**src/rtl/demux_pkg.sv**
```systemverilog
// Shared definitions for the 1x16 demux scan datapath: channel geometry,
// controller states and the next-enabled-channel search.
package demux_pkg;

    localparam int N_CH  = 16;
    localparam int SEL_W = 4;

    typedef enum logic {
        IDLE = 1'b0,
        SCAN = 1'b1
    } state_t;

    // Lowest set bit of mask strictly above cur; if none, the lowest set bit
    // overall (wrap). Returns 0 for an empty mask.
    function automatic logic [SEL_W-1:0] next_set(input logic [N_CH-1:0] mask,
                                                  input logic [SEL_W-1:0] cur);
        logic [SEL_W-1:0] above;
        logic [SEL_W-1:0] lowest;
        logic             hit;
        above  = '0;
        lowest = '0;
        hit    = 1'b0;
        // Walk downwards so the last match written is the lowest index.
        for (int i = N_CH - 1; i >= 0; i--) begin
            if (mask[i]) begin
                lowest = SEL_W'(i);
                if (i > int'(cur)) begin
                    above = SEL_W'(i);
                    hit   = 1'b1;
                end
            end
        end
        return hit ? above : lowest;
    endfunction

endpackage

```
**src/rtl/demux1x16_reg.sv**
```systemverilog
// Registered 1x16 demux: din is steered onto line sel of y one cycle later.
// With en low the outputs are held at zero.
module demux1x16_reg
    import demux_pkg::*;
(
    input  logic             clk,
    input  logic             rst,
    input  logic             en,
    input  logic             din,
    input  logic [SEL_W-1:0] sel,
    output logic [N_CH-1:0]  y
);

    // Output register: one-hot copy of din on the selected line, or all zero.
    always_ff @(posedge clk) begin
        // NOTE: state registers use non-blocking assignments so every flop
        // samples pre-edge values regardless of block ordering.
        if (rst) begin
            y <= '0;
        end else if (en) begin
            y <= N_CH'(din) << sel;
        end else begin
            y <= '0;
        end
    end

endmodule

```
**src/rtl/demux16_scan_ctrl.sv**
```systemverilog
// Scan controller for the 1x16 demux: walks the enabled channels of a
// latched mask in ascending order with wrap, dwelling DWELL cycles on each,
// and flags the end of every frame.
module demux16_scan_ctrl
    import demux_pkg::*;
#(
    parameter int DWELL = 4,
    parameter int CNT_W = 8
) (
    input  logic             clk,
    input  logic             rst,
    input  logic             start,
    input  logic             stop,
    input  logic [N_CH-1:0]  en_mask,
    input  logic             din,
    output logic [SEL_W-1:0] sel,
    output logic [N_CH-1:0]  y,
    output logic             busy,
    output logic             frame_done
);

    state_t           state_q, state_d;
    logic [SEL_W-1:0] sel_q, sel_d;
    logic [CNT_W-1:0] cnt_q, cnt_d;
    logic [N_CH-1:0]  mask_q, mask_d;
    logic             stop_q, stop_d;
    logic             fd_q, fd_d;

    logic [SEL_W-1:0] nxt;
    logic             dwell_end;

    assign nxt       = next_set(mask_q, sel_q);
    assign dwell_end = (cnt_q == CNT_W'(DWELL - 1));

    // Next-state logic: start acceptance, dwell counting, channel stepping,
    // frame-end detection and deferred stop.
    always_comb begin
        // NOTE: every signal written here gets a default first, so no path
        // leaves one unassigned and no latch is inferred.
        state_d = state_q;
        sel_d   = sel_q;
        cnt_d   = cnt_q;
        mask_d  = mask_q;
        stop_d  = stop_q;
        fd_d    = 1'b0;

        case (state_q)
            IDLE: begin
                if (start && (en_mask != '0)) begin
                    mask_d  = en_mask;
                    sel_d   = next_set(en_mask, SEL_W'(N_CH - 1));
                    cnt_d   = '0;
                    stop_d  = 1'b0;
                    state_d = SCAN;
                end
            end
            SCAN: begin
                if (dwell_end) begin
                    cnt_d = '0;
                    sel_d = nxt;
                    // A move to an equal or lower index is a wrap; a
                    // single-channel mask lands back on itself.
                    fd_d  = (nxt <= sel_q);
                    if (stop_q || stop) begin
                        state_d = IDLE;
                        stop_d  = 1'b0;
                    end
                end else begin
                    cnt_d  = cnt_q + CNT_W'(1);
                    stop_d = stop_q | stop;
                end
            end
            default: begin
                state_d = IDLE;
            end
        endcase
    end

    // Controller registers with synchronous reset.
    always_ff @(posedge clk) begin
        if (rst) begin
            state_q <= IDLE;
            sel_q   <= '0;
            cnt_q   <= '0;
            mask_q  <= '0;
            stop_q  <= 1'b0;
            fd_q    <= 1'b0;
        end else begin
            state_q <= state_d;
            sel_q   <= sel_d;
            cnt_q   <= cnt_d;
            mask_q  <= mask_d;
            stop_q  <= stop_d;
            fd_q    <= fd_d;
        end
    end

    assign busy       = (state_q == SCAN);
    assign sel        = sel_q;
    assign frame_done = fd_q;

    demux1x16_reg u_demux (
        .clk (clk),
        .rst (rst),
        .en  (busy),
        .din (din),
        .sel (sel_q),
        .y   (y)
    );

endmodule

```
**config.mk**
```make
export PLATFORM = sky130hd
export DESIGN_NAME = demux16_scan_ctrl
export DESIGN_NICKNAME = d
export VERILOG_FILES = /design/src/rtl/demux_pkg.sv /design/src/rtl/demux1x16_reg.sv /design/src/rtl/demux16_scan_ctrl.sv
export SDC_FILE = /design/constraint.sdc
export NUM_CORES = 1
export LEC_CHECK = 0
export ABC_CLOCK_PERIOD_IN_PS = 3430
export BUFFER_PORTS_ARGS = -buffer_cell sky130_fd_sc_hd__buf_4
export CORE_ASPECT_RATIO = 1.75
export CORE_MARGIN = 10
export CORE_UTILIZATION = 35
export CTS_CLUSTER_DIAMETER = 60
export DETAILED_ROUTE_END_ITERATION = 6
export SETUP_SLACK_MARGIN = 0.15
export SLEW_MARGIN = 15
export SYNTH_ARGS = -nofsm -noshare
export SYNTH_HDL_FRONTEND = slang
export SYNTH_SLANG_ARGS = --single-unit
```
**constraint.sdc**
```tcl
create_clock -name clk -period 3.43 [get_ports clk]
set_input_delay 0.1715 -clock clk [delete_from_list [all_inputs] [get_ports clk]]
set_output_delay 0.1715 -clock clk [all_outputs]
set_load 0.01 [all_outputs]
```
# == Word-level counts from Yosys, hierarchy flattened ==
# Cells that the tools add are included.
# word_totals
ff_bits,47
wordCells,147
# op_classes
add_sub_neg,1
magnitude_cmp,16
n_eq_ne,4
shifts,1
muxes,107
bitwise_logic,3
n_reduce_logical,8
# ops
cell,count
$mux 4,65
$mux 1,36
$gt 4x4->1 const A,8
$gt 3x4->1 const A,4
$mux 8,2
$pmux 8 s2,1
$reduce_bool 16->1,1
$shl 1x4->16,1
$add 8x1->8 const B,1
$eq 8x2->1 const B,1
$gt 2x4->1 const A,2
$pmux 4 s2,1
$reduce_and 2->1,3
$gt 1x4->1 const A,1
$le 4x4->1,1
$pmux 1 s2,2
$ne 3x2->1 const B,1
$reduce_or 3->1,1
$ne 2x1->1 const B,1
$ne 2x2->1 const B,1
$not 1->1,2
$reduce_or 2->1,1
$logic_and 1x1->1,1
$logic_or 1x1->1,1
$or 1x1->1,1

# == Logic depth before layout (Yosys ltp) ==
# logic_depth
word_depth,34
mapped_depth,14
depth_no_buf,12

# == Cells and area by module ==
# A second synthesis with hierarchy kept.
# unflattened
cells_unflattened,336
hier_area_um2,2660.1
# by_module_without_submodules
module,n_inst,cells_each,area_each_um2,seq_area_each_um2
demux16_scan_ctrl,1,291,2165.8,620.6
demux1x16_reg,1,45,494.2,320.3

# == Worst setup path before layout ==
# Ideal clock, no wire load.
# synth_timing
path_type,register to register
start,reg sel_q[0] (netlist: sel[0])
end,reg fd_q (netlist: frame_done)
setup_time_ps,117
arrival_ps,2164
t_required_ps,3313
setup_slack_ps,1149
stages_incl_launch_ff,14
n_path_buf,1
synth_period_minus_slack_ps,2281
path_cell_list,dfxtp_1 > buf_2 > nand3_1 > a22oi_1 > a21oi_1 > nor4b_1 > a211oi_2 > ha_1 > nor2b_1 > o21ai_0 > nand2b_1 > a21oi_1 > a41oi_1 > nor2_1
# synth_between
elab_chain_cells,33
elab_cells_between_ends,77
cone_classes,16 x order compare; 61 x mux
# synth_rtl
element,line,text
start: declaration,demux16_scan_ctrl.sv:23,"logic [SEL_W-1:0] sel_q, sel_d;"
start signal: assignment,demux16_scan_ctrl.sv:90,sel_q <= sel_d;
$gt 4x4->1,demux_pkg.sv:27,if (i > int'(cur)) begin
$mux 4 / $mux 1 (equally long branches),demux_pkg.sv:27,
$mux 4 / $mux 1 (equally long branches),demux_pkg.sv:25,if (mask[i]) begin
$mux 4 / $mux 1 (equally long branches),demux_pkg.sv:27,
$mux 4 / $mux 1 (equally long branches),demux_pkg.sv:25,
$mux 4 / $mux 1 (equally long branches),demux_pkg.sv:27,
$mux 4 / $mux 1 (equally long branches),demux_pkg.sv:25,
$mux 4 / $mux 1 (equally long branches),demux_pkg.sv:27,
(+17 left out),n/a,
$mux 4 / $mux 1 (equally long branches),demux_pkg.sv:27,
$mux 4 / $mux 1 (equally long branches),demux_pkg.sv:25,
$mux 4 / $mux 1 (equally long branches),demux_pkg.sv:27,
$mux 4 / $mux 1 (equally long branches),demux_pkg.sv:25,
$mux 4 / $mux 1 (equally long branches),demux_pkg.sv:27,
$mux 4 / $mux 1 (equally long branches),demux_pkg.sv:25,
$mux 4,demux_pkg.sv:33,return hit ? above : lowest;
$le 4x4->1 (*),demux16_scan_ctrl.sv:63,fd_d = (nxt <= sel_q);
end signal: assignment,demux16_scan_ctrl.sv:87,fd_q <= 1'b0;
end signal: assignment,demux16_scan_ctrl.sv:94,fd_q <= fd_d;
end: declaration,demux16_scan_ctrl.sv:27,"logic fd_q, fd_d;"
# Mark *: on every way between the ends. The rest lies on a longest branch, timed or not.
# A chain may end at the register's enable or synchronous reset.

# == Final worst setup path ==
# layout_timing
start,reg sel_q[1] (netlist: sel[1])
end,reg fd_q (netlist: frame_done)
# The elaborated chain is that of the path after synthesis.

==> impl_results.md <==
- Vias in the first global route: 2421
- Outcome: complete, no violations
- Setup TNS: 0 ps
- RSZ-0062 raised after global routing: false
- Critical Path, Cell by Cell: buf_4 > a21boi_0 > o21ai_0 > nor4b_1 > a211oi_2 > ha_1 > nor2b_1 > o21ai_0 > nand2b_1 > a21oi_1 > a41oi_1 > nor2_1
- Dominant cells by area after synthesis: dfxtp_1, nor2_1, mux2i_1
- DR pass1 iterations: 4
- Total CTS buffers: 5
- Final Hold Vio Count: 0
- Commonest cells in the netlist: nor2_1, dfxtp_1, a21oi_1, inv_1, mux2i_1
- Grt ovf: 0
- Sink Count: 47
- Yosys cell types: 57
- R2R depth: 12
- Initial Util: 0.3561
- Relative max-transition margin: 0.3724
- Die outline height: 133.1 µm
- Post-synthesis adder-cell area fraction: 0.02446
- WL per Instance: 16.89 µm
- Worst setup EP type: flop
- Final Max Tran Viols: 0
- DR vias: approximately 2400
- Row count: 41
- Largest net degree at the start of global routing: 32
- DPL Wire Length: 5656 µm
- Nature of the critical path startpoint: flop
- Final Util: 0.4242
- Setup-failing EPs final: 0
- Register-to-register setup slack: 610 ps
- Comb power frac: 0.200
- HP Class: in -> reg
- Post-route DRC: 0
- Leak pwr: between 0.001 and 0.0015 µW
- Syn Area/Cell: between 8 and 9 µm²
- Post-synthesis simple-gate area fraction: 0.2500
- Mux contribution to synthesized area: 0.05871
- Ys Warns: 0
- Crit-path leading delay family: compound AO/OA/AOI/OAI gates
- Core Area: 7182 µm²
- Vias per std cell: ~5.6
- Ys flop type: dfxtp_1
- Min Tclk post-route: 2817 ps
- Tcrit/Tclk final: 0.8214
- Worst path slowest cell: dfxtp_1
- Worst hold path cell count: 3
- Clk Latency, worst-skew pair: 290 ps
- Cts hold-fix bufs: 0
- Synth Area in XOR/XNOR: 0
- Setup CP Type: reg -> reg
- Worst Max-Slew Pin Slew: 941.4 ps
- Post-CTS setup buffers: 0
- Compound-cell area share of the yosys netlist: 0.2432
- Int Pwr: 956.3 µW
- IO buf count: 42
- Post-CTS sizing: 0
- Worst-path clk slew: 60 ps
- R2R Path Start: sel[1]
- Largest family of logic cells by synthesized area: simple AND/OR/NAND/NOR gates
- Drt first-iter violations: 128
- Placed inst area: ~2900 µm²
- Leading area contributor after synthesis: dfxtp_1
- Antenna-violating nets left: 0
- CTS tree: yes
- Antenna diodes: 0
- Sequential area share after synthesis: 0.3679
- CTS Buffer Depth: 2
- Sw power: between 300 and 400 µW
- Nets@finish: between 300 and 400
- CP dominant cell by count: o21ai_0
- Top-count cell post-synth: nor2_1
- HP Start: stop
- Area share of the largest cell type after synthesis: 0.3679
- FMAX: 354.9 MHz
- Flops & latches, synth: 47
- Slowest cell delay on critical path: ~650 ps
- Worst EP required: 3610 ps
- Crit-path max FO: 14
- WP buf/inv: 1
- Max VDD drop: 0.2715 mV
- RR Endpoint: frame_done
- Placer Congestion: 0.9102
- Net Sw Frac: 0.2890
- Root Buffer: clkbuf_16
- Final Cell Area: 3047 µm²
- Max-cap violations: 0
- Clk_skew: 6.963 ps
- Clock power frac: 0.346
- Crit path DAT: 3000 ps
- Post-Synthesis Cells: 313
- Mapped Area: 2557 µm²
- Pwr Density: about 440 nW/µm²
- Final WL: 7364 µm
- Share of layout cells above drive strength 1: 0.1800
- Initial antenna violation count: 0
- First-pass GRT wire length: 12190 µm
- EDFF count, synth: 0
- P&R area growth vs syn: 19.13%
- Reg power frac: 0.454
- Post-Syn Nets: approximately 340
- Top Ports: between 40 and 50
- Die area: 11260 µm²
- Ys async rst share: 0
- # H-tree levels: 2
- Die width: 84.62 µm
- Worst Hold End: stop_q
- Gr usage total: 0.1312
-- layout by cell type, fill, tap and decap left out, types with 3 or more instances in the layout --
master / count
a31oi_1: 6
a21oi_1: 17
o21ai_0: 9
nand4_1: 4
a22oi_1: 3
inv_1: 15
nor3_1: 6
o21ai_1: 4
a41oi_1: 4
buf_4: 44
a32oi_1: 3
nor2_1: 64
nor4_2: 3
and3_1: 3
nand2b_1: 6
nand2_1: 11
nor4_1: 7
nor2b_1: 6
mux2i_1: 15
o211ai_1: 3
o31ai_1: 5
a21o_1: 4
a211oi_1: 4
ha_1: 5
dfxtp_1: 47
nand3_1: 11
a21boi_0: 3
clkbuf_16: 5
-- metrics by stage --
step | total power [µW] | setup WS, ps | std cells | hold slack, ps
after floorplan | 799.0 | 1149 | 313 | 310.1
after global placement | 886.8 | 681.1 | 428 | 439.5
after detailed placement | 889.2 | 645.0 | 428 | 442.4
after CTS | 1360 | 644.7 | 436 | 137.6
after global routing | 1419 | 411.0 | 436 | 158.2
final | 1345 | 612.7 | 436 | 142.3
-- area by class of cell --
| type | instances | area, µm² |
|---|---|---|
| Clock buffer | 7 | 132.6 |
| Timing Repair Buffer | 44 | 330.3 |
| Fill cell | 756 | 4135 |
| Multi-Input combinational cell | 236 | 1474 |
| Clock inverter | 1 | 5.005 |
| Inverter | 15 | 56.30 |
| Sequential cell | 47 | 940.9 |
| Tap cell | 86 | 107.6 |
-- routing by layer --
| layer | track usage | up-vias | routed length, µm |
|---|---|---|---|
| met3 | 0.03749 | 11 | 330 |
| met4 | 0.06250 | 0 | 182 |
| met2 | 0.2321 | 56 | 3924 |
| met5 | 0 | - | 0 |
| li1 | - | 1215 | - |
| met1 | 0.1367 | 1167 | 2927 |
-- worst min-delay path, cell delays in order --
cell	delay, ps
buf_4	80
a22oi_1	70
nor2_1	80
-- state kept, by name, indices dropped and copies added (netlist names) --
name        count
busy            1
u_demux.y      16
stop_q          1
sel             4
cnt_q           8
frame_done      1
mask_q         16
-- worst max-delay path by stage --
| stage | startpoint | endpoint | slack [ps] | cells after the start |
|---|---|---|---|---|
| global route | sel[1] | frame_done | 410 | 13 |
| floorplan | sel[0] | frame_done | 1150 | 13 |
| finish | sel[1] | frame_done | 610 | 12 |
| CTS | sel[3] | frame_done | 640 | 12 |
| detailed placement | sel[3] | frame_done | 650 | 12 |
| global placement | sel[3] | frame_done | 680 | 12 |
-- power by group through the flow --
stage,Clock [µW],Sequential [µW],Combinational [µW]
after detailed placement,0,621,268
after floorplan,0,596,203
after CTS,482,609,270
final,466,610,269
after global placement,0,620,267
after global routing,507,614,298
-- cell families (layout without fill, tap and decap cells) --
group | after synthesis | in the layout
AO/OA/AOI/OAI | 87 | 87
adder cells (fa/ha/maj) | 5 | 5
buffers and inverters | 30 | 67
flip-flops | 47 | 47
multiplexers | 15 | 15
AND/OR/NAND/NOR | 129 | 129
(Power assumes the default switching activity.)
